$ cat src/rtl/pipe_stage_reg_pkg.sv
// Shared definitions for flow-controlled pipeline stage registers:
// bundle widths, control-bit positions and the stage occupancy encoding.
package pipe_stage_reg_pkg;

  // Bundle widths of the EX/MEM boundary
  localparam int EX_MEM_CTRL_W = 5;
  localparam int EX_MEM_DATA_W = 128;

  // Bit positions inside the control bundle
  localparam int CTRL_REGWRITE = 0;
  localparam int CTRL_MEM2REG  = 1;
  localparam int CTRL_MEMWRITE = 2;
  localparam int CTRL_BRANCH   = 3;
  localparam int CTRL_ZERO     = 4;

  // Occupancy of a skid-buffered stage: main holds the older entry, skid the newer
  typedef enum logic [1:0] {
    ST_EMPTY = 2'd0,
    ST_FULL  = 2'd1,
    ST_SKID  = 2'd2
  } stage_state_e;

endpackage

$ cat src/rtl/pipe_stage_reg_if.sv
// Valid/ready handshake bundle between two pipeline stages.
// master = the side that feeds Valid_In/Ready_In, slave = the stage register.
interface pipe_stage_reg_if #(
  parameter int CTRL_W = 5,
  parameter int DATA_W = 128
);
  logic              Valid_In;
  logic              Ready_Out;
  logic [CTRL_W-1:0] Ctrl_In;
  logic [DATA_W-1:0] Data_In;
  logic              Valid_Out;
  logic              Ready_In;
  logic [CTRL_W-1:0] Ctrl_Out;
  logic [DATA_W-1:0] Data_Out;

  modport master (
    output Valid_In, Ctrl_In, Data_In, Ready_In,
    input  Ready_Out, Valid_Out, Ctrl_Out, Data_Out
  );

  modport slave (
    input  Valid_In, Ctrl_In, Data_In, Ready_In,
    output Ready_Out, Valid_Out, Ctrl_Out, Data_Out
  );
endinterface

$ cat src/rtl/pipe_stage_reg_stall_counter.sv
// Saturating counter of downstream-stall cycles; cleared only by reset.
module pipe_stage_reg_stall_counter #(
  parameter int STALL_W = 16
) (
  input  logic               CLOCK,
  input  logic               RESET_N,
  input  logic               inc,
  output logic [STALL_W-1:0] count
);
  localparam logic [STALL_W-1:0] CNT_MAX = {STALL_W{1'b1}};

  // Count stall cycles, sticking at the all-ones value
  always_ff @(posedge CLOCK or negedge RESET_N) begin
    if (!RESET_N) begin
      count <= {STALL_W{1'b0}};
    end else if (inc && (count != CNT_MAX)) begin
      count <= count + STALL_W'(1);
    end
  end
endmodule

$ cat src/rtl/pipe_stage_reg.sv
// Flow-controlled pipeline stage register carrying a control and a data
// bundle. SKID=1 adds a second entry so Ready_Out can come from a flop
// without losing throughput; SKID=0 is a single entry with combinational
// Ready_Out. Flush empties the stage; Ctrl_Out is zero whenever no entry is
// valid so write enables are inert in bubbles.
module pipe_stage_reg
  import pipe_stage_reg_pkg::*;
#(
  parameter int CTRL_W  = EX_MEM_CTRL_W,
  parameter int DATA_W  = EX_MEM_DATA_W,
  parameter int SKID    = 1,
  parameter int STALL_W = 16
) (
  input  logic               CLOCK,
  input  logic               RESET_N,
  input  logic               Flush_In,
  pipe_stage_reg_if.slave    bus,
  output logic [STALL_W-1:0] StallCnt_Out
);

  logic              valid_r;
  logic              ready_s;
  logic [CTRL_W-1:0] main_ctrl_r;
  logic [DATA_W-1:0] main_data_r;
  logic              in_fire_s;
  logic              out_fire_s;
  logic              stall_s;

  assign in_fire_s  = bus.Valid_In & ready_s;
  assign out_fire_s = valid_r & bus.Ready_In;
  assign stall_s    = valid_r & ~bus.Ready_In;

  generate
    if (SKID != 0) begin : g_skid
      stage_state_e      state_r;
      logic              ready_r;
      logic [CTRL_W-1:0] skid_ctrl_r;
      logic [DATA_W-1:0] skid_data_r;

      assign ready_s = ready_r;

      // Two-entry occupancy FSM; main always holds the older entry
      always_ff @(posedge CLOCK or negedge RESET_N) begin
        if (!RESET_N) begin
          state_r     <= ST_EMPTY;
          valid_r     <= 1'b0;
          ready_r     <= 1'b1;
          main_ctrl_r <= {CTRL_W{1'b0}};
          main_data_r <= {DATA_W{1'b0}};
          skid_ctrl_r <= {CTRL_W{1'b0}};
          skid_data_r <= {DATA_W{1'b0}};
        end else if (Flush_In) begin
          // flush beats both transfers; any offered entry is dropped
          state_r     <= ST_EMPTY;
          valid_r     <= 1'b0;
          ready_r     <= 1'b1;
          main_ctrl_r <= {CTRL_W{1'b0}};
        end else begin
          case (state_r)
            ST_EMPTY: begin
              if (in_fire_s) begin
                state_r     <= ST_FULL;
                valid_r     <= 1'b1;
                main_ctrl_r <= bus.Ctrl_In;
                main_data_r <= bus.Data_In;
              end
            end
            ST_FULL: begin
              if (in_fire_s && out_fire_s) begin
                main_ctrl_r <= bus.Ctrl_In;
                main_data_r <= bus.Data_In;
              end else if (out_fire_s) begin
                state_r     <= ST_EMPTY;
                valid_r     <= 1'b0;
                main_ctrl_r <= {CTRL_W{1'b0}};
              end else if (in_fire_s) begin
                state_r     <= ST_SKID;
                ready_r     <= 1'b0;
                skid_ctrl_r <= bus.Ctrl_In;
                skid_data_r <= bus.Data_In;
              end
            end
            ST_SKID: begin
              if (out_fire_s) begin
                state_r     <= ST_FULL;
                ready_r     <= 1'b1;
                main_ctrl_r <= skid_ctrl_r;
                main_data_r <= skid_data_r;
              end
            end
            default: begin
              state_r     <= ST_EMPTY;
              valid_r     <= 1'b0;
              ready_r     <= 1'b1;
              main_ctrl_r <= {CTRL_W{1'b0}};
            end
          endcase
        end
      end
    end else begin : g_single
      assign ready_s = ~valid_r | bus.Ready_In;

      // Single entry: load on accept, empty on departure without refill
      always_ff @(posedge CLOCK or negedge RESET_N) begin
        if (!RESET_N) begin
          valid_r     <= 1'b0;
          main_ctrl_r <= {CTRL_W{1'b0}};
          main_data_r <= {DATA_W{1'b0}};
        end else if (Flush_In) begin
          valid_r     <= 1'b0;
          main_ctrl_r <= {CTRL_W{1'b0}};
        end else if (in_fire_s) begin
          valid_r     <= 1'b1;
          main_ctrl_r <= bus.Ctrl_In;
          main_data_r <= bus.Data_In;
        end else if (out_fire_s) begin
          valid_r     <= 1'b0;
          main_ctrl_r <= {CTRL_W{1'b0}};
        end
      end
    end
  endgenerate

  assign bus.Ready_Out = ready_s;
  assign bus.Valid_Out = valid_r;
  assign bus.Ctrl_Out  = main_ctrl_r;
  assign bus.Data_Out  = main_data_r;

  pipe_stage_reg_stall_counter #(
    .STALL_W (STALL_W)
  ) u_stall_counter (
    .CLOCK   (CLOCK),
    .RESET_N (RESET_N),
    .inc     (stall_s),
    .count   (StallCnt_Out)
  );

endmodule

$ cat src/flat_wrapper.sv
// flat-port wrapper written by rule: the top's interface ports become plain ports
module pipe_stage_reg_flat import pipe_stage_reg_pkg::*;
#(
  parameter int CTRL_W  = EX_MEM_CTRL_W,
  parameter int DATA_W  = EX_MEM_DATA_W,
  parameter int SKID    = 1,
  parameter int STALL_W = 16
)
  (CLOCK, RESET_N, Flush_In, StallCnt_Out, bus_Valid_In, bus_Ctrl_In, bus_Data_In, bus_Ready_In, bus_Ready_Out, bus_Valid_Out, bus_Ctrl_Out, bus_Data_Out);
  pipe_stage_reg_if #(.CTRL_W(CTRL_W), .DATA_W(DATA_W)) bus_i ();
  input  logic CLOCK;
  input  logic RESET_N;
  input  logic Flush_In;
  output logic [STALL_W-1:0] StallCnt_Out;
  input wire logic [$bits(bus_i.Valid_In)-1:0] bus_Valid_In;
  input wire logic [$bits(bus_i.Ctrl_In)-1:0] bus_Ctrl_In;
  input wire logic [$bits(bus_i.Data_In)-1:0] bus_Data_In;
  input wire logic [$bits(bus_i.Ready_In)-1:0] bus_Ready_In;
  output wire logic [$bits(bus_i.Ready_Out)-1:0] bus_Ready_Out;
  output wire logic [$bits(bus_i.Valid_Out)-1:0] bus_Valid_Out;
  output wire logic [$bits(bus_i.Ctrl_Out)-1:0] bus_Ctrl_Out;
  output wire logic [$bits(bus_i.Data_Out)-1:0] bus_Data_Out;
  assign bus_i.Valid_In = bus_Valid_In;
  assign bus_i.Ctrl_In = bus_Ctrl_In;
  assign bus_i.Data_In = bus_Data_In;
  assign bus_i.Ready_In = bus_Ready_In;
  assign bus_Ready_Out = bus_i.Ready_Out;
  assign bus_Valid_Out = bus_i.Valid_Out;
  assign bus_Ctrl_Out = bus_i.Ctrl_Out;
  assign bus_Data_Out = bus_i.Data_Out;
  pipe_stage_reg #(.CTRL_W(CTRL_W), .DATA_W(DATA_W), .SKID(SKID), .STALL_W(STALL_W)) u_core (.CLOCK(CLOCK), .RESET_N(RESET_N), .Flush_In(Flush_In), .bus(bus_i), .StallCnt_Out(StallCnt_Out));
endmodule
$ cat config.mk
export PLATFORM = sky130hd
export DESIGN_NAME = pipe_stage_reg_flat
export DESIGN_NICKNAME = d
export VERILOG_FILES = /design/src/rtl/pipe_stage_reg_pkg.sv /design/src/rtl/pipe_stage_reg_if.sv /design/src/rtl/pipe_stage_reg_stall_counter.sv /design/src/rtl/pipe_stage_reg.sv /design/src/flat_wrapper.sv
export SDC_FILE = /design/constraint.sdc
export NUM_CORES = 1
export LEC_CHECK = 0
export ABC_AREA = 1
export CAP_MARGIN = 30
export CELL_PAD_IN_SITES_DETAIL_PLACEMENT = 1
export CELL_PAD_IN_SITES_GLOBAL_PLACEMENT = 2
export CORE_MARGIN = 1
export CORE_UTILIZATION = 32
export CTS_BUF_LIST = sky130_fd_sc_hd__clkbuf_16
export CTS_CLUSTER_DIAMETER = 200
export DETAILED_ROUTE_END_ITERATION = 7
export HOLD_SLACK_MARGIN = 0.06
export PLACE_DENSITY_LB_ADDON = 0.1
export SLEW_MARGIN = 40
export SYNTH_ARGS = -nofsm -noshare
export SYNTH_HDL_FRONTEND = slang
export SYNTH_SLANG_ARGS = --single-unit
$ cat constraint.sdc
create_clock -name CLOCK -period 5.44 [get_ports CLOCK]
set_clock_uncertainty 0.05 [all_clocks]
set_input_delay 0.544 -clock CLOCK [delete_from_list [all_inputs] [get_ports CLOCK]]
set_output_delay 0.544 -clock CLOCK [all_outputs]
set_load 0.01 [all_outputs]
# After elaboration in Yosys (flattened, before gate mapping)
# Cells that the tools add are included.
# totals
out_inout_bits,151
ff_bits,286
in_bits,138
# classes
add_sub_neg,1
mux,28
reduce_logical,10
eq_ne,16
n_bitwise,7
# op_table
op,count
128-bit two-way mux,3
128-bit one-hot mux with 3 select lines,1
5-bit two-way mux,5
"16-bit by 1-bit adder with 16-bit output, second input constant",1
"16-bit != test, second input constant",1
5-bit one-hot mux with 3 select lines,1
5-bit AND reduction,3
2-bit two-way mux,6
"3-bit by 2-bit != test with 1-bit output, second input constant",4
1-bit two-way mux,9
"4-bit by 2-bit != test with 1-bit output, second input constant",2
4-bit AND reduction,2
"2-bit by 1-bit != test with 1-bit output, second input constant",3
"3-bit != test, second input constant",2
1-bit one-hot mux with 3 select lines,2
2-bit one-hot mux with 3 select lines,1
"2-bit != test, second input constant",2
1-bit inverter,4
1-bit AND,3
3-bit AND reduction,1
3-bit nonzero test,1
"2-bit by 1-bit equality test with 1-bit output, second input constant",1
"2-bit equality test, second input constant",1
1-bit logical AND,2
2-bit logical NOT,1

# Depth between registers and ports, before layout
# logic_depth
word_depth,6
depth_mapped,9

# Cells and area by module
# Synthesis repeated with hierarchy kept, for this count alone.
# unflattened
hier_cells,1482
hier_area_um2,12777.3
# by_module_without_submodules
module,instances,seq_area_each_um2,cells_per_inst,area_per_inst_um2
pipe_stage_reg,1,6757.7,1344,11751.3
pipe_stage_reg_stall_counter,1,400.4,138,1026.0

# Least setup slack after synthesis
# Ideal clock, no wire load.
# synth_timing
path_kind,register -> register
from,register u_core.u_stall_counter.count[0]
to,register u_core.u_stall_counter.count[3]
path_stages_with_launch,10
t_required_ps,5274
arrival_ps,1631
setup_time_ps,116
path_slack_ps,3643
period_less_slack_ps,1797
cell_sequence,dfrtp_1 > ha_1 > nand3_1 > inv_1 > nand2_1 > o21ai_2 > inv_2 > buf_2 > nand2_1 > nand2_1
# synth_via
elab_chain_cells,2
word_cells_on_any_way,3
classes_between,1 x add/sub; 1 x eq/ne; 1 x reduce/logical
# synth_rtl
element,line_no,text
from (decl),pipe_stage_reg_stall_counter.sv:8,output logic [STALL_W-1:0] count
from (signal assigned),pipe_stage_reg_stall_counter.sv:15,count <= {STALL_W{1'b0}};
from (signal assigned),pipe_stage_reg_stall_counter.sv:17,count <= count + STALL_W'(1);
branches (longest 2 deep; another with 16-bit by 1-bit adder with 16-bit output),--,
# Parallel ways; which one is timed is not known.
# A chain may end at the register's enable or synchronous reset.

# Final worst setup path
# layout_timing
from,register u_core.g_skid.state_r[1]
to,"register u_core.main_data_r[8], in the netlist u_core.bus.Data_Out[8]"
# layout_via
elab_chain_cells,3
word_cells_on_any_way,9
classes_between,5 x eq/ne; 1 x mux; 3 x reduce/logical
# layout_rtl
element,line_no,text
from (decl),pipe_stage_reg.sv:35,stage_state_e state_r;
from (signal assigned),pipe_stage_reg.sv:45,state_r <= ST_EMPTY;
from (signal assigned),pipe_stage_reg.sv:54,state_r <= ST_EMPTY;
from (signal assigned),pipe_stage_reg.sv:62,state_r <= ST_FULL;
"2-bit equality test, or another cell as far along",pipe_stage_reg.sv:59,case (state_r)
2-bit by 1-bit != test with 1-bit output (no source line) or 3-bit nonzero test (tied branches),--,
5-bit AND reduction (no source line),--,
to (signal assigned),pipe_stage_reg.sv:65,main_data_r <= bus.Data_In;
to (signal assigned),pipe_stage_reg.sv:71,main_data_r <= bus.Data_In;
to (signal assigned),pipe_stage_reg.sv:88,main_data_r <= skid_data_r;
to (decl),pipe_stage_reg.sv:24,logic [DATA_W-1:0] main_data_r;
# Parallel ways exist; a longest one is shown, timed or not.

==> flow_metrics.py <==
metrics = {
    "yosys": {
        "synth_top_family_by_area": "compound AO/OA/AOI/OAI gates",
        "synthXorXnorAreaFrac": 0.00460,
        "synth.distinct_cells": 25,
        "syn_area_um2": 13300,
        "synth_top_area_frac": 0.536,
        "ys_seq_area_frac": 0.538,
        "syn_nets": 1749,
        "synth_cells": 1610,
        "synthMuxAreaShare": 0,
        "yosys.area_share.simple": 0.159,
        "synth_compound_area_frac": 0.170,
        "synth_fa_ha_area_frac": 0.000940,
        "synth_area_leaders": "dfrtp_1 (54%), nand2_1 (14%), o21ai_0 (9.1%)",
        "ys.warnings.count": 0,
        "yosys.area.top_type": "dfrtp_1",
        "avgSynthCellArea_um2": 8.27,
        "ys_seq_elements": 286,
    },
    "grt": {
        "grt.overflow.total": 0,
        "grt_use_total": 0.183,
        "antenna_found_initial": 4,
        "grt_use_met2": 0.296,
        "grt_util_met1": 0.240,
        "grt_pass1_vias": 11500,
        "grt_busiest_layer": "met2",
        "use_met3": 0.0437,
        "grt_pass1_wl_mm": 61.5,
        "grt_max_degree": 156,
    },
    "floorplan": {
        "start_util": 0.325,
        "core-area_um2": 40900,
        "die-area_um2": 42400,
        "die_y_um": 206,
        "io_pins": 289,
        "rows": 74,
        "die_x_um": 206,
    },
    "worst_setup_path": {
        "critPathMaxFanout": 155,
        "startpoint": "u_core.g_skid.state_r[1]",
        "r2r-end": "u_core.bus.Data_Out[8]",
        "reg2regPathDepth": 7,
        "rr_startpoint": "u_core.g_skid.state_r[1]",
        "endpoint_kind": "flip-flop",
        "crit_type": "reg2reg",
        "worstSetupEndpoint": "u_core.bus.Data_Out[8]",
        "startpoint_type": "flip-flop",
        "path_cells": "inv_2 -> nor2_4 -> inv_6 -> buf_12 -> o21ai_0 -> nand2_1 -> o21ai_2",
        "cpMaxStageDelayCell": "inv_6",
        "cpPeakStageDelay_ns": 0.50,
        "required_ns": 5.78,
        "ff2ff_setup_slack_ns": 3.01,
        "arrival_ns": 2.77,
    },
    "timing": {
        "worst-slew-pin-transition_ns": 0.755,
        "setup_tns_ns": 0,
        "final.period_utilization": 0.446,
        "setup_ws_ns": 3.01,
        "timing.hold.ws_ns": 0.424,
        "slew_headroom": 0.497,
        "rsz0062_at_grt": "no",
        "period_needed_ns": 2.43,
        "setup_viol": 0,
        "hold_viol": 0,
        "fmax_mhz": 412,
        "slew_viol_final": 0,
    },
    "routing": {
        "wl_per_cell_um": 15.5,
        "viasPerCell": 4.60,
        "vias": 11100,
        "drt_wl_total_mm": 37.5,
        "first_iter_violations": 456,
        "drcViolationCount": 0,
        "dr.pass1.iters": 4,
        "ant_nets": 0,
    },
    "place": {
        "place_ws_ns": 2.77,
        "dp.cells": 2354,
        "postPlaceCellArea_um2": 16400,
        "dp_hpwl_mm": 24.7,
        "gp_congestion": 0.766,
        "io_buffers": 288,
    },
    "clock_network": {
        "clockBufferDepth": 3,
        "cts_root_buf": "clkbuf_16",
        "postCtsSetupBuffers": 0,
        "cts_max_level": 2,
        "clk_pin_slew_ns": 0.05,
        "clk_latency_ns": 0.53,
        "cts_tree": "built",
        "cts_sinks": 286,
        "hold_buffers": 1,
        "cts_resized": 0,
        "cts_buffers": 36,
    },
    "final_layout": {
        "final_cell_mix": "nand2_1 (492), clkdlybuf4s50_1 (287), inv_1 (286)",
        "fin_nets": 2000,
        "final_layout_size_suffix_gt1_frac": 0.0627,
        "design_area_um2": 17400,
        "area_growth_pct": 30.9,
        "final_common_cell": "nand2_1",
        "instances_no_fill": 2414,
    },
    "flow_run": {
        "drv_cap": 0,
    },
    "hold_path": {
        "worst_hold_path_type": "reg2reg",
    },
    "power_and_ir_drop": {
        "ir_worst_vdd_uv": 189,
        "p_leak_nw": 8.12,
        "p_per_area_nw_per_um2": 507,
    },
    "outcome": {
        "status": "complete, no violations",
    },
}
-- metal layers --
layer / vias to the layer above / routed length (um)
met2: 197 / 17700
met4: 6 / 791
met1: 5365 / 17100
met3: 52 / 1990
met5: - / 39
li1: 5474 / -
-- flip-flops by register name (all words and copies together) (netlist names) --
register,cells
u_core.bus.Valid_Out,1
u_core.g_skid.skid_ctrl_r,5
u_core.bus.Data_Out,128
u_core.g_skid.state_r,2
u_core.bus.Ready_Out,1
u_core.bus.Ctrl_Out,5
u_core.u_stall_counter.count,16
u_core.g_skid.skid_data_r,128
-- how the worst min path moves through the flow --
stage | startpoint | to | slack, ns | cells past startpoint
6_report | u_core.bus.Ctrl_Out[2] | u_core.bus.Ctrl_Out[2] | 0.42 | 2
4_1_cts | u_core.bus.Ctrl_Out[4] | u_core.bus.Ctrl_Out[4] | 0.43 | 2
3_3_place_gp | u_core.g_skid.skid_ctrl_r[2] | u_core.g_skid.skid_ctrl_r[2] | 0.42 | 2
2_1_floorplan | RESET_N | u_core.bus.Ctrl_Out[0] | 0.20 | 0
5_1_grt | u_core.bus.Ctrl_Out[3] | u_core.bus.Ctrl_Out[3] | 0.45 | 2
3_5_place_dp | u_core.bus.Ctrl_Out[4] | u_core.bus.Ctrl_Out[4] | 0.42 | 2
-- where the power goes --
group / total (mW) / switching (mW) / leakage (nW) / internal [mW]
logic: 3.17 / 1.64 / 4.04 / 1.52
clock network: 2.12 / 0.905 / 0.539 / 1.21
registers: 3.55 / 0.448 / 3.53 / 3.10
total: 8.83 / 3.00 / 8.12 / 5.84
-- synthesized netlist by cell type --
master and count:
nand2_1 492, dfrtp_1 285, inv_1 274, o21ai_0 241, o21ai_1 99, o21ai_2 56
buf_6 37, buf_2 26, nor2_1 23, clkbuf_1 18, nand3_1 18, xnor2_1 7
nand4_1 6, o211ai_1 6, inv_2 5, a21oi_1 4, buf_4 4, nand2_2 2
clkbuf_2 1, dfstp_2 1, ha_1 1, nor2_4 1, nor2_8 1, nor3_4 1
o21a_2 1
-- critical path: cells and delay by family (launching register included) --
| family | cells | cell delay (ns) |
|---|---|---|
| buffers and inverters | 3 | 1.17 |
| DFF | 1 | 0.47 |
| AOI/OAI and AO/OA | 2 | 0.24 |
| and+or+nand+nor | 2 | 0.20 |
-- cell families (layout without fill, tap and decap cells) --
family	after synthesis	count (layout)
xor gates and xnor gates	7	7
buffers and inverters	365	636
AOI/OAI and AO/OA	407	407
and+or+nand+nor	544	544
other	0	1
DFF	286	286
adders and majority gates	1	1
-- cell type report --
| class | instances | area (um2) |
|---|---|---|
| diodes | 1 | 2.50 |
| clock buffers | 37 | 926 |
| well taps | 532 | 666 |
| repair buffers | 299 | 3070 |
| flip-flops and latches | 286 | 7160 |
| inverters | 279 | 1050 |
| clock inverters | 21 | 81.3 |
| multi-input cells | 959 | 4470 |
| fillers | 4890 | 23500 |
-- through the flow --
step	power, mW	util
floorplan	5.22	-
CTS	9.02	0.426
finish	8.83	0.426
detailed placement	6.80	0.401
global placement	6.70	0.400
global route	9.53	0.426
Power figures use the tool's default switching activity.
